## src/rtl/instr_encoder_pkg.sv

```systemverilog
// Shared RV32I OP/OP-IMM encoding constants and request bundle types.
// Imported by instr_pack and instr_encoder; alu_op codes match the decoder.
package instr_encoder_pkg;

  localparam logic [4:0] ALU_ADD  = 5'h1;
  localparam logic [4:0] ALU_XOR  = 5'h2;
  localparam logic [4:0] ALU_OR   = 5'h3;
  localparam logic [4:0] ALU_AND  = 5'h4;
  localparam logic [4:0] ALU_SUB  = 5'h5;
  localparam logic [4:0] ALU_SLTU = 5'h6;
  localparam logic [4:0] ALU_SLL  = 5'h7;
  localparam logic [4:0] ALU_SRL  = 5'h8;
  localparam logic [4:0] ALU_SRA  = 5'h9;
  localparam logic [4:0] ALU_SLT  = 5'hA;

  localparam logic [6:0] OPC_OP    = 7'b0110011;
  localparam logic [6:0] OPC_OPIMM = 7'b0010011;

  localparam logic [6:0] F7_BASE = 7'b0000000;
  localparam logic [6:0] F7_ALT  = 7'b0100000;

  localparam logic [2:0] F3_ADD_SUB = 3'b000;
  localparam logic [2:0] F3_SLL     = 3'b001;
  localparam logic [2:0] F3_SLT     = 3'b010;
  localparam logic [2:0] F3_SLTU    = 3'b011;
  localparam logic [2:0] F3_XOR     = 3'b100;
  localparam logic [2:0] F3_SRL_SRA = 3'b101;
  localparam logic [2:0] F3_OR      = 3'b110;
  localparam logic [2:0] F3_AND     = 3'b111;

  localparam logic [31:0] NOP_WORD = 32'h00000013;

  localparam logic [1:0] ST_IDLE = 2'd0;
  localparam logic [1:0] ST_RUN  = 2'd1;
  localparam logic [1:0] ST_DONE = 2'd2;

  typedef struct packed {
    logic [4:0]  alu_op;
    logic        is_from_rf;
    logic [4:0]  rd;
    logic [4:0]  rs1;
    logic [4:0]  rs2;
    logic [11:0] imm12;
  } enc_req_t;

  typedef struct packed {
    logic [31:0] word;
    logic        illegal;
  } enc_rsp_t;

  function automatic logic is_shift(
    input logic [4:0] op
  );
    return (op == ALU_SLL) ||
           (op == ALU_SRL) ||
           (op == ALU_SRA);
  endfunction

  function automatic logic uses_alt(
    input logic [4:0] op
  );
    return (op == ALU_SUB) ||
           (op == ALU_SRA);
  endfunction

endpackage

```

## src/rtl/instr_pack.sv

```systemverilog
// Combinational field packer: decoded request -> {instruction word, illegal}.
// Ports: req (decoded fields), rsp (word, NOP when illegal, plus flag).
module instr_pack
  import instr_encoder_pkg::*;
(
  input  enc_req_t req,
  output enc_rsp_t rsp
);

  logic [2:0] f3;
  logic [6:0] f7;
  logic       known;
  logic       shift;
  logic       bad_imm;
  logic       bad_sub;

  always_comb begin
    f3    = F3_ADD_SUB;
    known = 1'b1;
    unique case (1'b1)
      (req.alu_op == ALU_ADD),
      (req.alu_op == ALU_SUB):  f3 = F3_ADD_SUB;
      (req.alu_op == ALU_SLL):  f3 = F3_SLL;
      (req.alu_op == ALU_SLT):  f3 = F3_SLT;
      (req.alu_op == ALU_SLTU): f3 = F3_SLTU;
      (req.alu_op == ALU_XOR):  f3 = F3_XOR;
      (req.alu_op == ALU_SRL),
      (req.alu_op == ALU_SRA):  f3 = F3_SRL_SRA;
      (req.alu_op == ALU_OR):   f3 = F3_OR;
      (req.alu_op == ALU_AND):  f3 = F3_AND;
      default:                  known = 1'b0;
    endcase
  end

  assign f7    = uses_alt(req.alu_op) ? F7_ALT : F7_BASE;
  assign shift = is_shift(req.alu_op);

  // There is no SUBI; immediate shifts only encode a 5-bit shamt.
  assign bad_sub = (req.alu_op == ALU_SUB) && !req.is_from_rf;
  assign bad_imm = shift && !req.is_from_rf &&
                   (req.imm12[11:5] != 7'd0);

  always_comb begin
    rsp.illegal = !known || bad_sub || bad_imm;
    rsp.word    = NOP_WORD;
    if (rsp.illegal) begin
      rsp.word = NOP_WORD;
    end else if (req.is_from_rf) begin
      rsp.word = {f7, req.rs2, req.rs1,
                  f3, req.rd, OPC_OP};
    end else if (shift) begin
      rsp.word = {f7, req.imm12[4:0], req.rs1,
                  f3, req.rd, OPC_OPIMM};
    end else begin
      rsp.word = {req.imm12, req.rs1,
                  f3, req.rd, OPC_OPIMM};
    end
  end

endmodule

```

## src/rtl/instr_encoder.sv

```systemverilog
// Streaming OP/OP-IMM encoder that writes a program into imem per run.
// Ports: start/base_addr/len run control, in_* request stream, imem_* writes, busy/done/err_cnt status.
module instr_encoder
  import instr_encoder_pkg::*;
#(
  parameter int ADDR_W = 8,
  parameter int LEN_W  = 8
) (
  input  logic              clk,
  input  logic              rst_n,
  input  logic              start,
  input  logic [ADDR_W-1:0] base_addr,
  input  logic [LEN_W-1:0]  len,
  input  logic              in_valid,
  output logic              in_ready,
  input  logic [4:0]        in_alu_op,
  input  logic              in_is_from_rf,
  input  logic [4:0]        in_rd,
  input  logic [4:0]        in_rs1,
  input  logic [4:0]        in_rs2,
  input  logic [11:0]       in_imm12,
  output logic              imem_we,
  output logic [ADDR_W-1:0] imem_addr,
  output logic [31:0]       imem_wdata,
  output logic              busy,
  output logic              done,
  output logic [LEN_W-1:0]  err_cnt
);

  logic [1:0]        state;
  logic [ADDR_W-1:0] addr_q;
  logic [LEN_W-1:0]  rem;
  logic              accept;
  logic              last;
  enc_req_t          req;
  enc_rsp_t          rsp;

  assign req = '{
    alu_op:     in_alu_op,
    is_from_rf: in_is_from_rf,
    rd:         in_rd,
    rs1:        in_rs1,
    rs2:        in_rs2,
    imm12:      in_imm12
  };

  instr_pack u_pack (
    .req (req),
    .rsp (rsp)
  );

  assign busy = (state == ST_RUN);
  // A zero-length run sits in RUN for one cycle without accepting.
  assign in_ready = busy && (rem != '0);
  assign accept   = in_valid && in_ready;
  assign last     = (rem == '0) ||
                    (accept && rem == LEN_W'(1));

  always_ff @(posedge clk or negedge rst_n) begin
    if (!rst_n) begin
      state      <= ST_IDLE;
      addr_q     <= '0;
      rem        <= '0;
      imem_we    <= 1'b0;
      imem_addr  <= '0;
      imem_wdata <= '0;
      done       <= 1'b0;
      err_cnt    <= '0;
    end else begin
      imem_we <= accept;
      done    <= 1'b0;
      if (accept) begin
        imem_addr  <= addr_q;
        imem_wdata <= rsp.word;
        addr_q     <= addr_q + ADDR_W'(1);
        rem        <= rem - LEN_W'(1);
        if (rsp.illegal && (err_cnt != '1))
          err_cnt <= err_cnt + LEN_W'(1);
      end
      unique case (1'b1)
        (state == ST_RUN): begin
          if (last) begin
            state <= ST_DONE;
            done  <= 1'b1;
          end
        end
        (state == ST_IDLE),
        (state == ST_DONE): begin
          if (start) begin
            state   <= ST_RUN;
            addr_q  <= base_addr;
            rem     <= len;
            err_cnt <= '0;
          end
        end
        default: state <= ST_IDLE;
      endcase
    end
  end

endmodule

```

## config.mk

```make
export PLATFORM = sky130hd
export DESIGN_NAME = instr_encoder
export DESIGN_NICKNAME = d
export VERILOG_FILES = /design/src/rtl/instr_encoder_pkg.sv /design/src/rtl/instr_pack.sv /design/src/rtl/instr_encoder.sv
export SDC_FILE = /design/constraint.sdc
export NUM_CORES = 1
export LEC_CHECK = 0
export ABC_AREA = 1
export CORE_ASPECT_RATIO = 1.2
export CORE_MARGIN = 2
export CORE_UTILIZATION = 45
export DETAILED_ROUTE_END_ITERATION = 16
export PLACE_DENSITY = 0.72
export SLEW_MARGIN = 30
export SYNTH_ARGS = -nofsm -noshare
export SYNTH_HDL_FRONTEND = slang
export SYNTH_HIERARCHICAL = 1
export SYNTH_SLANG_ARGS = --single-unit
```

## constraint.sdc

```tcl
create_clock -name clk -period 1.8 [get_ports clk]
set_input_delay 0.54 -clock clk [delete_from_list [all_inputs] [get_ports clk]]
set_output_delay 0.54 -clock clk [all_outputs]
set_load 0.05 [all_outputs]
```

# Word level (Yosys, flattened, before mapping)

Index checks and enable logic that the tools add are counted.

Logic and storage cells: 71
Input port bits: 53
Output and inout port bits: 52
Register bits: 68

Reductions and logical operators: 23
Add/sub/neg operators: 3
Eq/ne operators: 16
Multiplexer cells: 21

Operators by type and width:

| operator                                          | number |
|---|---|
| 2-to-1 mux 32 bit                                 | 3 |
| 2-to-1 mux 8 bit                                  | 10 |
| case mux 3 bit (7 select lines)                   | 1 |
| == test 5 x 3 -> 1 bit (second input constant)    | 4 |
| adder 8 x 1 -> 8 bit (second input constant)      | 2 |
| == test 5 x 4 -> 1 bit (second input constant)    | 3 |
| == test 5 x 2 -> 1 bit (second input constant)    | 2 |
| OR reduction 10 bit                               | 1 |
| == test 8 x 1 -> 1 bit (second input constant)    | 1 |
| logical NOT 8 bit                                 | 1 |
| != test 8 bit (second input constant)             | 1 |
| nonzero test 8 bit                                | 1 |
| subtractor 8 x 1 -> 8 bit (second input constant) | 1 |
| logical AND 1 bit                                 | 7 |
| nonzero test 7 bit                                | 1 |
| logical OR 1 bit                                  | 6 |
| 2-to-1 mux 6 bit                                  | 1 |
| == test 5 x 1 -> 1 bit (second input constant)    | 1 |
| 2-to-1 mux 2 bit                                  | 2 |
| case mux 2 bit (2 select lines)                   | 1 |
| OR reduction 2 bit                                | 2 |
| 2-to-1 mux 1 bit                                  | 3 |
| == test 2 x 1 -> 1 bit (second input constant)    | 1 |
| == test 2 bit (second input constant)             | 1 |
| other kinds (5)                                   | 6 |

# Longest topological paths before layout

Depth after elaboration: 11
Gate-level depth with buffers: 16
Depth with buffers taken out: 15

# Cells and area by module

The synthesis kept the hierarchy.

By module, submodules not included:

| module        | area each (sq um) | cells each | times used | seq. area each (sq um) |
|---|---|---|---|---|
| instr_encoder | 3275.6            | 430        | 1          | 1701.6 |
| instr_pack    | 529.3             | 107        | 1          | 0.0 |

# Least setup slack after synthesis

OpenSTA, ideal clock, no wires.

Path type: reg-to-reg
Start: register state[1]
End: register err_cnt[3]
Period minus slack after synthesis: 2.153 ns
Arrival time: 2.031 ns
Setup time: 0.122 ns
Setup slack: -0.353 ns
Stages on the path, launching flop included: 7
Required time: 1.678 ns
Buffers on the path: 0
Cell sequence: dfrtp_1 -> nor2_4 -> inv_2 -> nor2_1 -> nand3_1 -> o21ai_0 -> nor2_1

Longest elaborated chain between the ends: 6
Elaborated cells on any way between the ends: 9
Those cells by class: eq/ne: 2; mux: 3; reduce/logical: 4

RTL lines:

| what                       | RTL line            | RTL |
|---|---|---|
| start: declaration         | instr_encoder.sv:30 | `logic [1:0] state;` |
| start signal: assignment   | instr_encoder.sv:61 | `state <= ST_IDLE;` |
| start signal: assignment   | instr_encoder.sv:83 | `state <= ST_DONE;` |
| start signal: assignment   | instr_encoder.sv:90 | `state <= ST_RUN;` |
| == test 2 x 1 -> 1 bit (*) | instr_encoder.sv:52 | `assign busy = (state == ST_RUN);` |
| named net busy             | instr_encoder.sv:25 | `output logic busy,` |
| logical AND 1 bit (*)      | instr_encoder.sv:54 | `assign in_ready = busy && (rem != '0);` |
| named net in_ready         | instr_encoder.sv:15 | `output logic in_ready,` |
| logical AND 1 bit (*)      | instr_encoder.sv:55 | `assign accept = in_valid && in_ready;` |
| 2-to-1 mux 8 bit (*)       | instr_encoder.sv:72 | `if (accept) begin` |
| 2-to-1 mux 8 bit           | instr_encoder.sv:89 | `if (start) begin` |
| 2-to-1 mux 8 bit (*)       | instr_encoder.sv:80 | `unique case (1'b1)` |
| end signal: assignment     | instr_encoder.sv:78 | `err_cnt <= err_cnt + LEN_W'(1);` |
| end: declaration           | instr_encoder.sv:27 | `output logic [LEN_W-1:0] err_cnt` |

Mark *: on every way through the listed nets, which the timed path passes. The rest lies on a longest branch.
A chain may end at the register's enable or synchronous reset.

# Worst setup path in the final report

Start: register rem[2]
End: output port in_ready

Longest elaborated chain between the ends: 2

RTL lines:

| what                     | RTL line            | RTL |
|---|---|---|
| start: declaration       | instr_encoder.sv:32 | `logic [LEN_W-1:0] rem;` |
| start signal: assignment | instr_encoder.sv:76 | `rem <= rem - LEN_W'(1);` |
| start signal: assignment | instr_encoder.sv:92 | `rem <= len;` |
| nonzero test 8 bit       | instr_encoder.sv:54 |  |
| logical AND 1 bit        | instr_encoder.sv:54 |  |
| end: declaration         | instr_encoder.sv:15 |  |

No other way between the ends.

==> flow_results.org <==
** Synth
- Average instance area after synthesis :: between 7 and 8 um2
- Share of the synthesized area in the top cell type :: 0.447
- Cells after Synth :: between 500 and 600
- For this run, the number of Yosys warnings is 6.
- Yosys mapped a number of flops with a built-in enable equal to 0.
- The netlist uses 30 different library cells.
- Flops & latches, synth :: 68
- Register area share after synthesis :: 0.447
- Asr flop ratio synth :: 1.00
- Most numerous cell types in the synthesized netlist :: sky130_fd_sc_hd__nand2_1, sky130_fd_sc_hd__dfrtp_1, sky130_fd_sc_hd__nor2_1
- Synthesized cell area :: between 3000 and 4000 um2
- In the post-synthesis netlist, the biggest area contributors are sky130_fd_sc_hd__dfrtp_1, sky130_fd_sc_hd__nand2_1, sky130_fd_sc_hd__nor2_1.
- Most instantiated flip-flop cell in the synthesis netlist :: sky130_fd_sc_hd__dfrtp_1
- Top-count cell post-synth :: sky130_fd_sc_hd__nand2_1
- sky130_fd_sc_hd__dfrtp_1 takes more of the synthesized area than any other cell.

** Clock network
- Cell at the root of the clock tree :: sky130_fd_sc_hd__clkbuf_8
- Clock latency on the worst-skew pair, taken at its later pin, is 0.34 ns.
- Clock-pin slew was measured on the worst setup and hold paths at 0.08 ns.
- The number of hold buffers added after CTS was 0.
- Clock net sink count :: between 60 and 70
- Clock tree from TritonCTS :: done
- The H-tree was split into 3 levels.
- Buffer depth of the longest clock path :: 2
- TritonCTS created 9 clock buffers.

** Floorplan
- Chip Height :: 105 um
- The floorplan step defined a core boundary enclosing slightly above 8000 um2.
- The initial utilization of the core area, before any placement, comes to 0.467.
- The die covers 9210 um2.
- Number of top-level pins :: 105
- After floorplanning, the core was divided into 36 placement rows.
- Die Width :: 87.9 um

** Finish
- After the flow finishes, the layout carries non-filler instances totaling 804.
- Fill cell count :: 654
- In the final layout, the share of cells above drive strength 1 is 0.262.
- Diode count :: 0
- The area growth from synthesis to layout is 53.6%.
- The finished cells cover slightly below 6000 um2.
- Final #Nets :: 743

** Critical path
- Top delay family on crit path :: simple AND/OR/NAND/NOR gates
- For the worst flop-to-flop path, the logic depth is 10.
- STA classifies the critical path startpoint as a flip-flop.
- Of all nets on the critical path, the largest fanout is 3.
- On the worst path, the slowest cell contributes a delay of 0.42 ns.
- Setup slack on the worst reg-to-reg path comes out at 0.12 ns.
- Critical Path Slowest Stage Cell :: sky130_fd_sc_hd__dfrtp_1
- Counting both buffers and inverters, the worst setup path holds a total of 1.
- In this run the critical register-to-register path is launched from rem[0]$_DFF_PN0_.
- Launching element of the worst setup path :: rem[2]$_DFF_PN0_
- Arr. time, crit path :: 1.34 ns
- Category of the worst setup path capture point :: primary output
- Worst reg2reg path endpoint :: err_cnt[4]$_DFF_PN0_
- Data on the critical path is required at its endpoint by 1.26 ns.
- Kind of critical path :: flip-flop to primary output
- Most prevalent standard cell on the critical path :: sky130_fd_sc_hd__nor2_4
- CP cell instances :: nor2_2 > nand2_4 > nor2_4 > nor2_4 > buf_6

** Route
- Routed length per instance :: approximately 12 um
- After detailed routing, the total wire length is 9680 um.
- Using the TritonRoute via totals, the vias-per-cell ratio works out to 4.65.
- Summing over every cut layer, the via total after detailed routing is 3741.
- Drt first pass iters :: 4
- After detailed routing, the number of remaining DRC violations is 0.
- Detailed Route Iter0 Violations :: between 150 and 200
- Post-detailed-route count of antenna-violating nets :: 0

** Placed design
- Port buffer count :: between 100 and 150
- Cell area after placement :: 5500 um2
- After detailed placement, the design holds a cell count of 779.
- Final Wtd Congestion :: 0.909
- Post-DP HPWL :: 7040 um

** Global routing
- The number of antenna violations at the first check in global routing is 0.
- Largest net degree at the start of global routing :: 69
- For this run the aggregate overflow at the end of global routing stands at 0.
- Tot GR Track Use :: 0.219
- The number of global-route vias before repair came to 3723.
- The first global-routing pass estimated 16300 um of wire.

** STA
- Maximum clock skew at final layout :: 0.0119 ns
- Setup slack of the critical path after layout :: -0.0788 ns
- Post-Route Hold Slack :: 0.200 ns
- Final-report hold violation count :: 0
- For the finished layout, the period the worst path requires is 1.88 ns.
- Setup violations remaining at the end of the flow were counted as 1.
- The final number of max-transition violations is 0.
- Setup repair after global routing could not meet its margin everywhere.
- In the finished design, the share of the clock period the worst path needs comes to 1.04.
- Peak clock frequency supported by timing :: 532 MHz

** Pwr
- Dividing total power by cell area gives a power density of 1460 nW/um2.
- The worst-case IR drop observed on VDD is 1080 uV.
- The analysis attributes to cell leakage a power of 0.00318 uW.

** Run status
- The flow ran to the end, but the final reports show violations.
- Violations in the final reports :: negative setup slack

** Flow run
- Max_cap viols :: 0

** Worst hold path
- The worst hold path belongs to the class input pin to asynchronous set/reset pin.
## state kept, by name (all words and copies together) (netlist names)
signal / count
imem_wdata: 32
err_cnt: 8
addr_q: 8
imem_we: 1
state: 2
rem: 8
imem_addr: 8
done: 1
## worst register-to-register path: cells and delay by family (launching register included)
kind | cells | cell delay [ns]
AND/OR/NAND/NOR | 4 | 0.47
buffers and inverters | 4 | 0.45
flip-flops | 1 | 0.39
AO/OA/AOI/OAI | 1 | 0.15
adder cells (fa/ha/maj) | 1 | 0.14
## logic make-up after synthesis
logic type               count (synthesis)  share of synthesized area
XOR/XNOR                                 6                     0.0138
other                                    2                    0.00197
adder cells (fa/ha/maj)                  4                     0.0132
buffers and inverters                   81                     0.0967
multiplexers                             5                     0.0132
AND/OR/NAND/NOR                        349                      0.383
flip-flops                              68                      0.447
AO/OA/AOI/OAI                           22                     0.0309
## metrics by stage
stage                     utilization  setup slack, ns  setup TNS (ns)  total power [uW]
after floorplan                     -          0.00306               0              5150
after global placement          0.675           -0.479          -19.44              7070
after detailed placement        0.675           -0.588          -21.63              7190
after CTS                       0.705           -0.100          -0.100              8450
after global routing            0.717           -0.156          -0.182              9090
final                           0.717          -0.0788         -0.0788              8510
## routing by layer
metal  wire [um]  global-route usage  vias to the layer above
met5           0                   0                        -
met4         159              0.0802                        0
met3         525              0.0458                       14
met2        4820               0.366                      109
met1        4180               0.275                     1703
li1            -                   -                     1915
## cell type report
class	instances	area (um2)	area share
clock buffers	10	128	0.0218
clock inverters	5	30.0	0.00514
inverters	57	214	0.0366
multi-input cells	393	1870	0.321
flip-flops and latches	68	1700	0.291
well taps	114	143	0.0244
repair buffers	157	1750	0.300
## repair_timing
action                     4_1_cts  5_1_grt
setup endpoints to repair       33       50
gates cloned                     1        1
pin swaps                        7        7
resized for setup               22       21
buffers inserted                 4        4
## placed cells by master, fill, tap and decap left out, types with 2 or more instances in the layout
master,instances
sky130_fd_sc_hd__nand3_2,4
sky130_fd_sc_hd__mux2i_1,5
sky130_fd_sc_hd__conb_1,6
sky130_fd_sc_hd__nand2_1,214
sky130_fd_sc_hd__inv_2,10
sky130_fd_sc_hd__nor2_1,51
sky130_fd_sc_hd__clkdlybuf4s15_1,2
sky130_fd_sc_hd__nand3_1,33
sky130_fd_sc_hd__nand4_1,3
sky130_fd_sc_hd__buf_6,2
sky130_fd_sc_hd__buf_12,34
sky130_fd_sc_hd__a31oi_1,2
sky130_fd_sc_hd__dlymetal6s2s_1,4
sky130_fd_sc_hd__nor2_4,6
sky130_fd_sc_hd__clkinvlp_4,2
sky130_fd_sc_hd__nand2_4,3
sky130_fd_sc_hd__nor2_2,13
sky130_fd_sc_hd__dfrtp_1,67
sky130_fd_sc_hd__clkdlybuf4s50_1,42
sky130_fd_sc_hd__a21oi_1,6
sky130_fd_sc_hd__nand2_2,6
sky130_fd_sc_hd__buf_4,68
sky130_fd_sc_hd__inv_1,47
sky130_fd_sc_hd__clkbuf_8,9
sky130_fd_sc_hd__clkinv_2,3
sky130_fd_sc_hd__clkbuf_2,2
sky130_fd_sc_hd__or2_2,12
sky130_fd_sc_hd__ha_1,3
sky130_fd_sc_hd__o21ai_0,9
sky130_fd_sc_hd__xor2_1,6
sky130_fd_sc_hd__o21ai_1,3
## power by group
group          leakage [uW]  internal (uW)  switching, uW
sequential         0.000870           2030            459
combinational       0.00223           2130           2830
clock             0.0000779            485            571
## worst max-delay path by stage
| stage | endpoint | slack, ns | depth (start not counted) |
|---|---|---|---|
| 6_report | in_ready | -0.08 | 5 |
| 5_1_grt | in_ready | -0.16 | 5 |
| 4_1_cts | in_ready | -0.10 | 6 |
| 3_5_place_dp | err_cnt[2]$_DFF_PN0_ | -0.59 | 14 |
| 3_3_place_gp | err_cnt[2]$_DFF_PN0_ | -0.48 | 14 |
| 2_1_floorplan | err_cnt[2]$_DFF_PN0_ | 0.003 | 15 |
(Power assumes the default switching activity.)
